**config.mk**
```make
export PLATFORM = sky130hd
export DESIGN_NAME = oled_pixel_streamer_flat
export DESIGN_NICKNAME = d
export VERILOG_FILES = /design/src/rtl/oled_pixel_streamer_if.sv /design/src/rtl/oled_pixel_streamer.sv /design/src/flat_wrapper.sv
export SDC_FILE = /design/constraint.sdc
export NUM_CORES = 1
export LEC_CHECK = 0
export CAP_MARGIN = 15
export CORE_MARGIN = 8
export CORE_UTILIZATION = 52
export CTS_CLUSTER_DIAMETER = 60
export DETAILED_ROUTE_END_ITERATION = 6
export PLACE_DENSITY_LB_ADDON = 0.05
export SLEW_MARGIN = 15
export SYNTH_ARGS = -nofsm -noshare
export SYNTH_HDL_FRONTEND = slang
export SYNTH_SLANG_ARGS = --single-unit
```
**constraint.sdc**
```tcl
create_clock -name clk -period 2.7 [get_ports clk]
set_clock_uncertainty 0.2 [all_clocks]
set_input_delay 0.27 -clock clk [delete_from_list [all_inputs] [get_ports clk]]
set_output_delay 0.27 -clock clk [all_outputs]
set_load 0.02 [all_outputs]
```
**src/rtl/oled_pixel_streamer_if.sv**
```systemverilog
// Pixel-generator / SPI-pin bundle between the OLED streamer and its peers.
// master = streamer side; slave = generator/panel side.
interface oled_pixel_streamer_if;
    logic        enable;
    logic [15:0] oled_data;
    logic [6:0]  x;
    logic [5:0]  y;
    logic        sclk;
    logic        sdin;
    logic        cs_n;
    logic        dc;
    logic        frame_begin;
    logic        busy;

    modport master (
        input  enable,
        input  oled_data,
        output x,
        output y,
        output sclk,
        output sdin,
        output cs_n,
        output dc,
        output frame_begin,
        output busy
    );

    modport slave (
        output enable,
        output oled_data,
        input  x,
        input  y,
        input  sclk,
        input  sdin,
        input  cs_n,
        input  dc,
        input  frame_begin,
        input  busy
    );
endinterface

```
**src/rtl/oled_pixel_streamer.sv**
```systemverilog
// Raster scanner + SPI serialiser for a 96x64 RGB565 OLED panel.
// Asks generators for x/y colour, shifts the word out MSB first.
module oled_pixel_streamer #(
    parameter int WIDTH   = 96,
    parameter int HEIGHT  = 64,
    parameter int CLK_DIV = 2
) (
    input  logic clk,
    input  logic reset,
    oled_pixel_streamer_if.master bus
);

    localparam logic [1:0] IDLE    = 2'd0;
    localparam logic [1:0] FETCH   = 2'd1;
    localparam logic [1:0] SHIFT   = 2'd2;
    localparam logic [1:0] ADVANCE = 2'd3;

    localparam int DW = (CLK_DIV > 1) ? $clog2(CLK_DIV) : 1;
    localparam logic [DW-1:0] DIV_LAST = DW'(CLK_DIV - 1);
    localparam logic [6:0] X_LAST = 7'(WIDTH - 1);
    localparam logic [5:0] Y_LAST = 6'(HEIGHT - 1);

    logic [1:0]    state;
    logic [DW-1:0] div;
    logic [3:0]    bit_cnt;
    logic [15:0]   shreg;
    logic [6:0]    x;
    logic [5:0]    y;
    logic          sclk;
    logic          cs_n;

    logic phase_end;
    logic last_bit;

    assign phase_end = (div == DIV_LAST);
    assign last_bit  = (bit_cnt == 4'd0);

    always_ff @(posedge clk or posedge reset) begin
        if (reset) begin
            state   <= IDLE;
            div     <= '0;
            bit_cnt <= 4'd15;
            shreg   <= '0;
            x       <= '0;
            y       <= '0;
            sclk    <= 1'b1;
            cs_n    <= 1'b1;
        end else begin
            unique case (state)
                IDLE: begin
                    if (bus.enable)
                        state <= FETCH;
                end
                FETCH: begin
                    shreg   <= bus.oled_data;
                    cs_n    <= 1'b0;
                    sclk    <= 1'b0;
                    div     <= '0;
                    bit_cnt <= 4'd15;
                    state   <= SHIFT;
                end
                SHIFT: begin
                    if (!phase_end) begin
                        div <= div + DW'(1);
                    end else begin
                        div <= '0;
                        if (!sclk) begin
                            sclk <= 1'b1;
                        end else if (last_bit) begin
                            // sclk stays high: it is also the idle level
                            cs_n  <= 1'b1;
                            state <= ADVANCE;
                        end else begin
                            sclk    <= 1'b0;
                            bit_cnt <= bit_cnt - 4'd1;
                            shreg   <= {shreg[14:0], 1'b0};
                        end
                    end
                end
                ADVANCE: begin
                    if (x == X_LAST) begin
                        x <= '0;
                        if (y == Y_LAST)
                            y <= '0;
                        else
                            y <= y + 6'd1;
                    end else begin
                        x <= x + 7'd1;
                    end
                    state <= bus.enable ? FETCH : IDLE;
                end
                default: state <= IDLE;
            endcase
        end
    end

    assign bus.x           = x;
    assign bus.y           = y;
    assign bus.sclk        = sclk;
    assign bus.sdin        = shreg[15];
    assign bus.cs_n        = cs_n;
    assign bus.dc          = 1'b1;
    assign bus.frame_begin = (state == FETCH) && (x == '0) && (y == '0);
    assign bus.busy        = (state != IDLE);

endmodule

```
**src/flat_wrapper.sv**
```systemverilog
// flat-port wrapper written by rule: the top's interface ports become plain ports
module oled_pixel_streamer_flat 
#(
    parameter int WIDTH   = 96,
    parameter int HEIGHT  = 64,
    parameter int CLK_DIV = 2
)
  (clk, reset, bus_enable, bus_oled_data, bus_x, bus_y, bus_sclk, bus_sdin, bus_cs_n, bus_dc, bus_frame_begin, bus_busy);
  oled_pixel_streamer_if bus_i ();
  input  logic clk;
  input  logic reset;
  input wire logic [$bits(bus_i.enable)-1:0] bus_enable;
  input wire logic [$bits(bus_i.oled_data)-1:0] bus_oled_data;
  output wire logic [$bits(bus_i.x)-1:0] bus_x;
  output wire logic [$bits(bus_i.y)-1:0] bus_y;
  output wire logic [$bits(bus_i.sclk)-1:0] bus_sclk;
  output wire logic [$bits(bus_i.sdin)-1:0] bus_sdin;
  output wire logic [$bits(bus_i.cs_n)-1:0] bus_cs_n;
  output wire logic [$bits(bus_i.dc)-1:0] bus_dc;
  output wire logic [$bits(bus_i.frame_begin)-1:0] bus_frame_begin;
  output wire logic [$bits(bus_i.busy)-1:0] bus_busy;
  assign bus_i.enable = bus_enable;
  assign bus_i.oled_data = bus_oled_data;
  assign bus_x = bus_i.x;
  assign bus_y = bus_i.y;
  assign bus_sclk = bus_i.sclk;
  assign bus_sdin = bus_i.sdin;
  assign bus_cs_n = bus_i.cs_n;
  assign bus_dc = bus_i.dc;
  assign bus_frame_begin = bus_i.frame_begin;
  assign bus_busy = bus_i.busy;
  oled_pixel_streamer #(.WIDTH(WIDTH), .HEIGHT(HEIGHT), .CLK_DIV(CLK_DIV)) u_core (.clk(clk), .reset(reset), .bus(bus_i));
endmodule
```
==> summary.txt <==
Clocking
  – Post-CTS setup buffers: 0
  – Htree depth: 2
  – Inserted Clock Buffers: 5
  – Cts repair resizes: 0
  – Clock Latency Late Sink: ~290 ps
  – Cts hold-fix bufs: 0
  – Clk sinks: 38
  – Clock Tree Buf Depth: 2
  – CTS tree: done
  – Clock Root Buffer: clkbuf_8
  – Worst-path clk slew: 70 ps

Detailed routing
  – Drt pass-1 iters: 4
  – Drt wl/cell: 15.1 um
  – Drt drc: 0
  – Avg Vias per Cell: 5.58
  – WL final: 4340 um
  – Initial DRC Count: 91
  – Routed vias: between 1.5k and 2k
  – Post-DRT Antenna Nets: 0

Power
  – NetSw: 949 uW
  – PD cells: 979 mW/mm^2
  – Seq pwr share: 0.389
  – Total design power: 2450 uW
  – Sw Share: 0.388
  – Logic pwr share: 0.448
  – Worst ir drop on vdd: 0.459 mV
  – Clk network pwr share: 0.163
  – Leak: around 0.0011 uW
  – Pint: between 1000 and 1500 uW

Yosys
  – Commonest cells in the synthesized netlist: 32 x dfrtp_1, 21 x a21oi_1, 20 x nor2_1
  – Mapped Cells: 201
  – Synth cell types: 40
  – Yosys Warn Count: 0
  – Top-count cell post-synth: dfrtp_1
  – Synth area leaders: dfrtp_1 40%, mux2i_1 8.0%, dfstp_2 7.9%
  – Share of synthesized registers carrying an async set or reset: 1.00
  – Share of the synthesized area in the top cell type: 0.400
  – Net Count, Synth: roughly 230
  – Post-synth EDFFs: 0
  – Register area share after synthesis: 0.478
  – Syn Area/Cell: 9.97 um^2
  – Post-synth top area cell: dfrtp_1
  – Cell Area, Synth: 0.00200 mm^2
  – #FFs+latches synth: 38
  – Ys flop type: dfrtp_1

Floorplan
  – Die Wd: between 70 and 80 um
  – Die area: 0.00610 mm^2
  – Site Rows: 22
  – Core area: 0.00369 mm^2
  – DIE HEIGHT: 78.1 um
  – Initial Utilization: 0.543
  – Ports: 38

STA
  – Clock period minus worst slack: 2290 ps
  – Max Transition Viols Final: 0
  – Unrepaired setup endpoints after global routing: no
  – Final setup violation count: 0
  – Fin crit share: 0.848
  – Final hold vios: 0
  – F_max: 437 MHz
  – Setup TNS: 0 ps

Layout
  – Area of the multi-input gates: 957 um^2
  – Area occupied by registers: 958 um^2
  – Synth-to-layout area growth: 24.8%
  – Fin nets: 269
  – Post-route cell area: 0.00250 mm^2
  – Fill count: 308
  – Layout cells sized above 1: 0.0833
  – N_diodes: 0

Global route
  – First-pass GRT wire length: 7560 um
  – Number of global-route vias before repair: 1738
  – Total gr overflow: 0
  – Initial antenna violation count: 0
  – Global Route Usage Sum: 0.152
  – Largest net degree at the start of global routing: 39

Place
  – GPL Wtd Cong: 0.786
  – Hpwl dp: 3170 um
  – PortBufs: 36
  – Placed Area: ~0.0024 mm^2

Run
  – Number of max-cap violations: 0

Outcome
  – Status: complete, no violations

Critical path
  – Worst endpoint required time: 2230 ps
  – Crit start category: flip-flop
  – CP endpoint kind: primary output
  – Worst EP arrival: 1820 ps
  – Critical path peak fanout: 5
  – Setup CP Type: flip-flop to primary output

Worst hold path
  – Worst hold path type: input port to asynchronous set/reset pin
state kept, by name, indices dropped and copies added, names as in the netlist:
name and flops:
u_core.bit_cnt 4, u_core.bus.cs_n 1, u_core.bus.sclk 1, u_core.bus.x 7
u_core.bus.y 6, u_core.div 1, u_core.shreg 16, u_core.state 2
logic make-up (layout without fill, tap and decap cells):
family	after synthesis	count (layout)	share of synthesized area
other cells	1	1	0.00187
simple gates	63	63	0.154
flops	38	38	0.478
buf+inv	21	60	0.0443
mux	18	18	0.0930
compound gates	45	45	0.142
xor+xnor	4	4	0.0175
fa+ha+maj	11	11	0.0687
through the flow:
step	hold slack, ps	std cells	utilization	setup slack (ps)
6_report	220	288	0.678	410
2_1_floorplan	216	201	-	780
3_5_place_dp	311	280	0.653	434
3_3_place_gp	298	280	0.653	490
5_1_grt	264	288	0.678	295
4_1_cts	232	288	0.677	91.1
path summary, 6_finish.rpt:
| path | startpoint | end | slack (ps) | depth (start not counted) |
|---|---|---|---|---|
| setup / recovery | u_core.state[0]$_DFFE_PP0P_ | bus_busy | 410 | 4 |
| hold / removal | reset | u_core.bus.y[1]$_DFFE_PP0P_ | 220 | 3 |
| setup reg to reg | u_core.state[1]$_DFFE_PP0P_ | u_core.bus.y[4]$_DFFE_PP0P_ | 610 | 5 |
| hold reg to reg | u_core.bit_cnt[1]$_DFFE_PP1P_ | u_core.bit_cnt[1]$_DFFE_PP1P_ | 320 | 2 |
| max in group asynchronous | reset | u_core.bus.sclk$_DFFE_PP1P_ | 1720 | 3 |
| min in group clk | u_core.bit_cnt[1]$_DFFE_PP1P_ | u_core.bit_cnt[1]$_DFFE_PP1P_ | 320 | 2 |
placed cells by master, fill, tap and decap left out, drive strengths merged, types with 2 or more instances in the layout:
cell	count
nand2b	2
clkbuf	7
nor3	3
mux2	2
nand3	10
xnor2	4
nor2	20
o21a	2
o41ai	2
o21ai	10
and3	3
nand4	2
ha	11
a21o	3
buf	3
clkdlybuf4s50	35
dfstp	6
nand2	13
nor4	2
dfrtp	32
mux2i	16
nand3b	2
inv	13
a21oi	21
cell type report:
cell class | instances | area share
Inverter | 13 | 0.0195
Clock buffer | 7 | 0.0345
Multi-Input combinational cell | 142 | 0.383
Sequential cell | 38 | 0.383
Tap cell | 48 | 0.0240
Clock inverter | 1 | 0.00200
Timing Repair Buffer | 39 | 0.154
power by group through the flow:
stage / sequential, uW / clock (uW) / combinational [uW]
after floorplan: 977 / 0 / 759
after global placement: 942 / 0 / 1050
after detailed placement: 960 / 0 / 1100
after CTS: 951 / 415 / 1110
after global routing: 983 / 442 / 1210
final: 951 / 400 / 1100
worst max-delay path, cell delays in order (launching register included):
cell and delay [ps]:
dfrtp_1 430, inv_1 130, ha_1 240, inv_1 120, clkdlybuf4s50_1 620
layer usage:
layer	track usage	vias to the layer above	part of all wire
met5	0	-	0
met4	0.0648	0	0.0058
met3	0.0604	2	0.052
met2	0.252	36	0.52
met1	0.170	791	0.42
li1	-	778	-
Note: power is estimated with default switching activity, not from simulation.
==> RTL change, RTL diff (same settings) <==
`CLK_DIV` is set to 2 in 2 places; all go to 1.
--- a/src/rtl/oled_pixel_streamer.sv
+++ b/src/rtl/oled_pixel_streamer.sv
@@ -5,3 +5,3 @@
     parameter int HEIGHT  = 64,
-    parameter int CLK_DIV = 2
+    parameter int CLK_DIV = 1
 ) (
--- a/src/flat_wrapper.sv
+++ b/src/flat_wrapper.sv
@@ -5,3 +5,3 @@
     parameter int HEIGHT  = 64,
-    parameter int CLK_DIV = 2
+    parameter int CLK_DIV = 1
 )
Check against the original RTL: not equivalent (a bounded check fails within 4 cycles, from zero or initial values and one cycle with reset high).
==> RTL change against the unedited design <==
Sequential cell count decreased by 1; critical path type unchanged; first-iteration DRC count decreased by 35%; worst setup slack improved by 96 ps; utilization decreased by 0.91 points; via count decreased by 6.2%; design area decreased by 3.6%; synthesized cell count decreased by 5.0%; wire length decreased by 7.4%; clock power decreased by 9.5%; register-to-register slack improved by 40 ps; sequential share of layout area increased by 0.37 points; power decreased by 1.5%; synthesized area decreased by 4.2%.
==> RTL change: results (changes against the unedited design) <==
- Status: complete, no violations (unchanged)
- FF-to-FF Start: u_core.bit_cnt[0]$_DFFE_PP1P_ (was u_core.state[1]$_DFFE_PP0P_)
- Sequential element share of the synthesized area: 48.60% (was 47.82%)
- Synth top cells by count: dfrtp_1 (31), nand2_1 (29), o21ai_0 (25) (was dfrtp_1 (32), a21oi_1 (21), nor2_1 (20))
- R2R cell count: 6 (was 5)
- Mapped Cells: 191 (was 201)
- Proportion of synthesized area in mux cells: 7.818% (was 9.301%)
- Final wirelength: 4018 um (was 4337 um)
- Largest net degree at the start of global routing: 38 (was 39)
- Syn Nets: 221 (was 231)
- Cells after DPL: 271 (was 280)
- NumNets Final: 260 (was 269)
- First-pass GRT wire length: 6782 um (was 7562 um)
- Via count: 1507 (was 1607)
- Iteration-0 DRC Markers: 59 (was 91)
- Reg2reg end: u_core.state[0]$_DFFE_PP0P_ (was u_core.bus.y[4]$_DFFE_PP0P_)
- Leak: 1.069 nW (was 1.093 nW)
- Proportion of layout cells with a drive suffix above 1: 8.225% (was 8.333%)
- Fin cells: 279 (was 288)
- Ranking of synthesized cells by area: dfrtp_1 (40%), dfstp_2 (8.2%), mux2i_1 (7.8%), ha_1 (7.2%), o21ai_0 (6.5%) (was dfrtp_1 (40%), mux2i_1 (8.0%), dfstp_2 (7.9%), ha_1 (6.9%), a21oi_1 (5.2%))
- FILL cells: 290 (was 308)
- Synth Area in Adders: 7.166% (was 6.866%)
- CP Max Fanout: 6 (was 5)
- Compound-gate portion of the synthesized area: 13.94% (was 14.23%)
- GRT Total Usage: 13.62% (was 15.21%)
- R2R Setup Slk: 650 ps (was 610 ps)
- M1 WL: 1720 um (was 1825 um)
==> RTL change: cell count changes after synthesis, moves of 2 or more <==
cell      delta
buf_2        -2
o21ai_0     +15
nand2b_1     +2
a21oi_1     -18
o21a_1       -2
buf_4        +2
nor2_1      -18
nand2_1     +16
a21o_1       -2
nand3_1      -2
and2_1       +3
==> RTL change: worst max-delay path, stage by stage (launching register included) <==
cell,delay [ps]
dfrtp_1,440
inv_1,140
ha_1,170
nor4bb_1,280
and3_1,200
dlymetal6s2s_1,220
==> RTL change: worst max path at each step <==
stage / startpoint / slack (ps) / cells past startpoint / endpoint
global placement: u_core.state[1]$_DFFE_PP0P_ / 490 / 5 / bus_frame_begin
floorplan: u_core.bit_cnt[0]$_DFFE_PP1P_ / 840 / 6 / u_core.shreg[10]$_DFFE_PP0P_
global route: u_core.bus.y[0]$_DFFE_PP0P_ / 350 / 5 / bus_frame_begin
detailed placement: u_core.bus.y[0]$_DFFE_PP0P_ / 440 / 5 / bus_frame_begin
finish: u_core.bus.y[0]$_DFFE_PP0P_ / 510 / 5 / bus_frame_begin
CTS: u_core.bus.y[0]$_DFFE_PP0P_ / 110 / 5 / bus_frame_begin
==> RTL change: cells by family after synthesis <==
logic type               count (synthesis)
multiplexers                            15
buffers and inverters                   20
flip-flops                              37
adder cells (fa/ha/maj)                 11
AND/OR/NAND/NOR                         60
other                                    1
AO/OA/AOI/OAI                           43
XOR/XNOR                                 4
==> RTL change: stage by stage <==
| stage | cell area (um^2) | util [%] | setup slack [ps] | power, W |
|---|---|---|---|---|
| 5_1_grt | 2412 | 66.90 | 348.0 | 0.002608 |
| 6_report | 2412 | 66.90 | 505.8 | 0.002411 |
| 4_1_cts | 2404 | 66.66 | 112.9 | 0.002435 |
| 2_1_floorplan | 1921 | - | 835.3 | 0.001739 |
| 3_3_place_gp | 2321 | 64.37 | 491.5 | 0.002005 |
| 3_5_place_dp | 2321 | 64.37 | 440.7 | 0.002063 |
==> RTL change: power groups by stage <==
stage	Combinational (W)	Clock, W	Sequential (W)
final	0.00113	0.000362	0.000918
after global routing	0.00127	0.000395	0.000944
after CTS	0.00114	0.000375	0.000916
after detailed placement	0.00114	0	0.000926
after global placement	0.00109	0	0.000912
after floorplan	0.000783	0	0.000956
==> RTL change: final cells by class <==
class                           count  area share, %
Clock buffer                        6          3.008
Clock inverter                      2         0.4149
Inverter                           13          2.023
Multi-Input combinational cell    134          37.40
Sequential cell                    37          38.69
Tap cell                           48          2.490
Timing Repair Buffer               39          15.98
==> RTL change: what timing repair did <==
action	in CTS	in global routing
hold endpoints to repair	0	0
setup endpoints to repair	0	1
resized for setup	0	2
==> RTL change: routing by layer <==
metal / vias to the layer above / track usage, %
met1: 698 / 15.18
met3: 9 / 4.895
met5: - / 0
li1: 752 / -
met4: 0 / 5.577
met2: 48 / 22.94
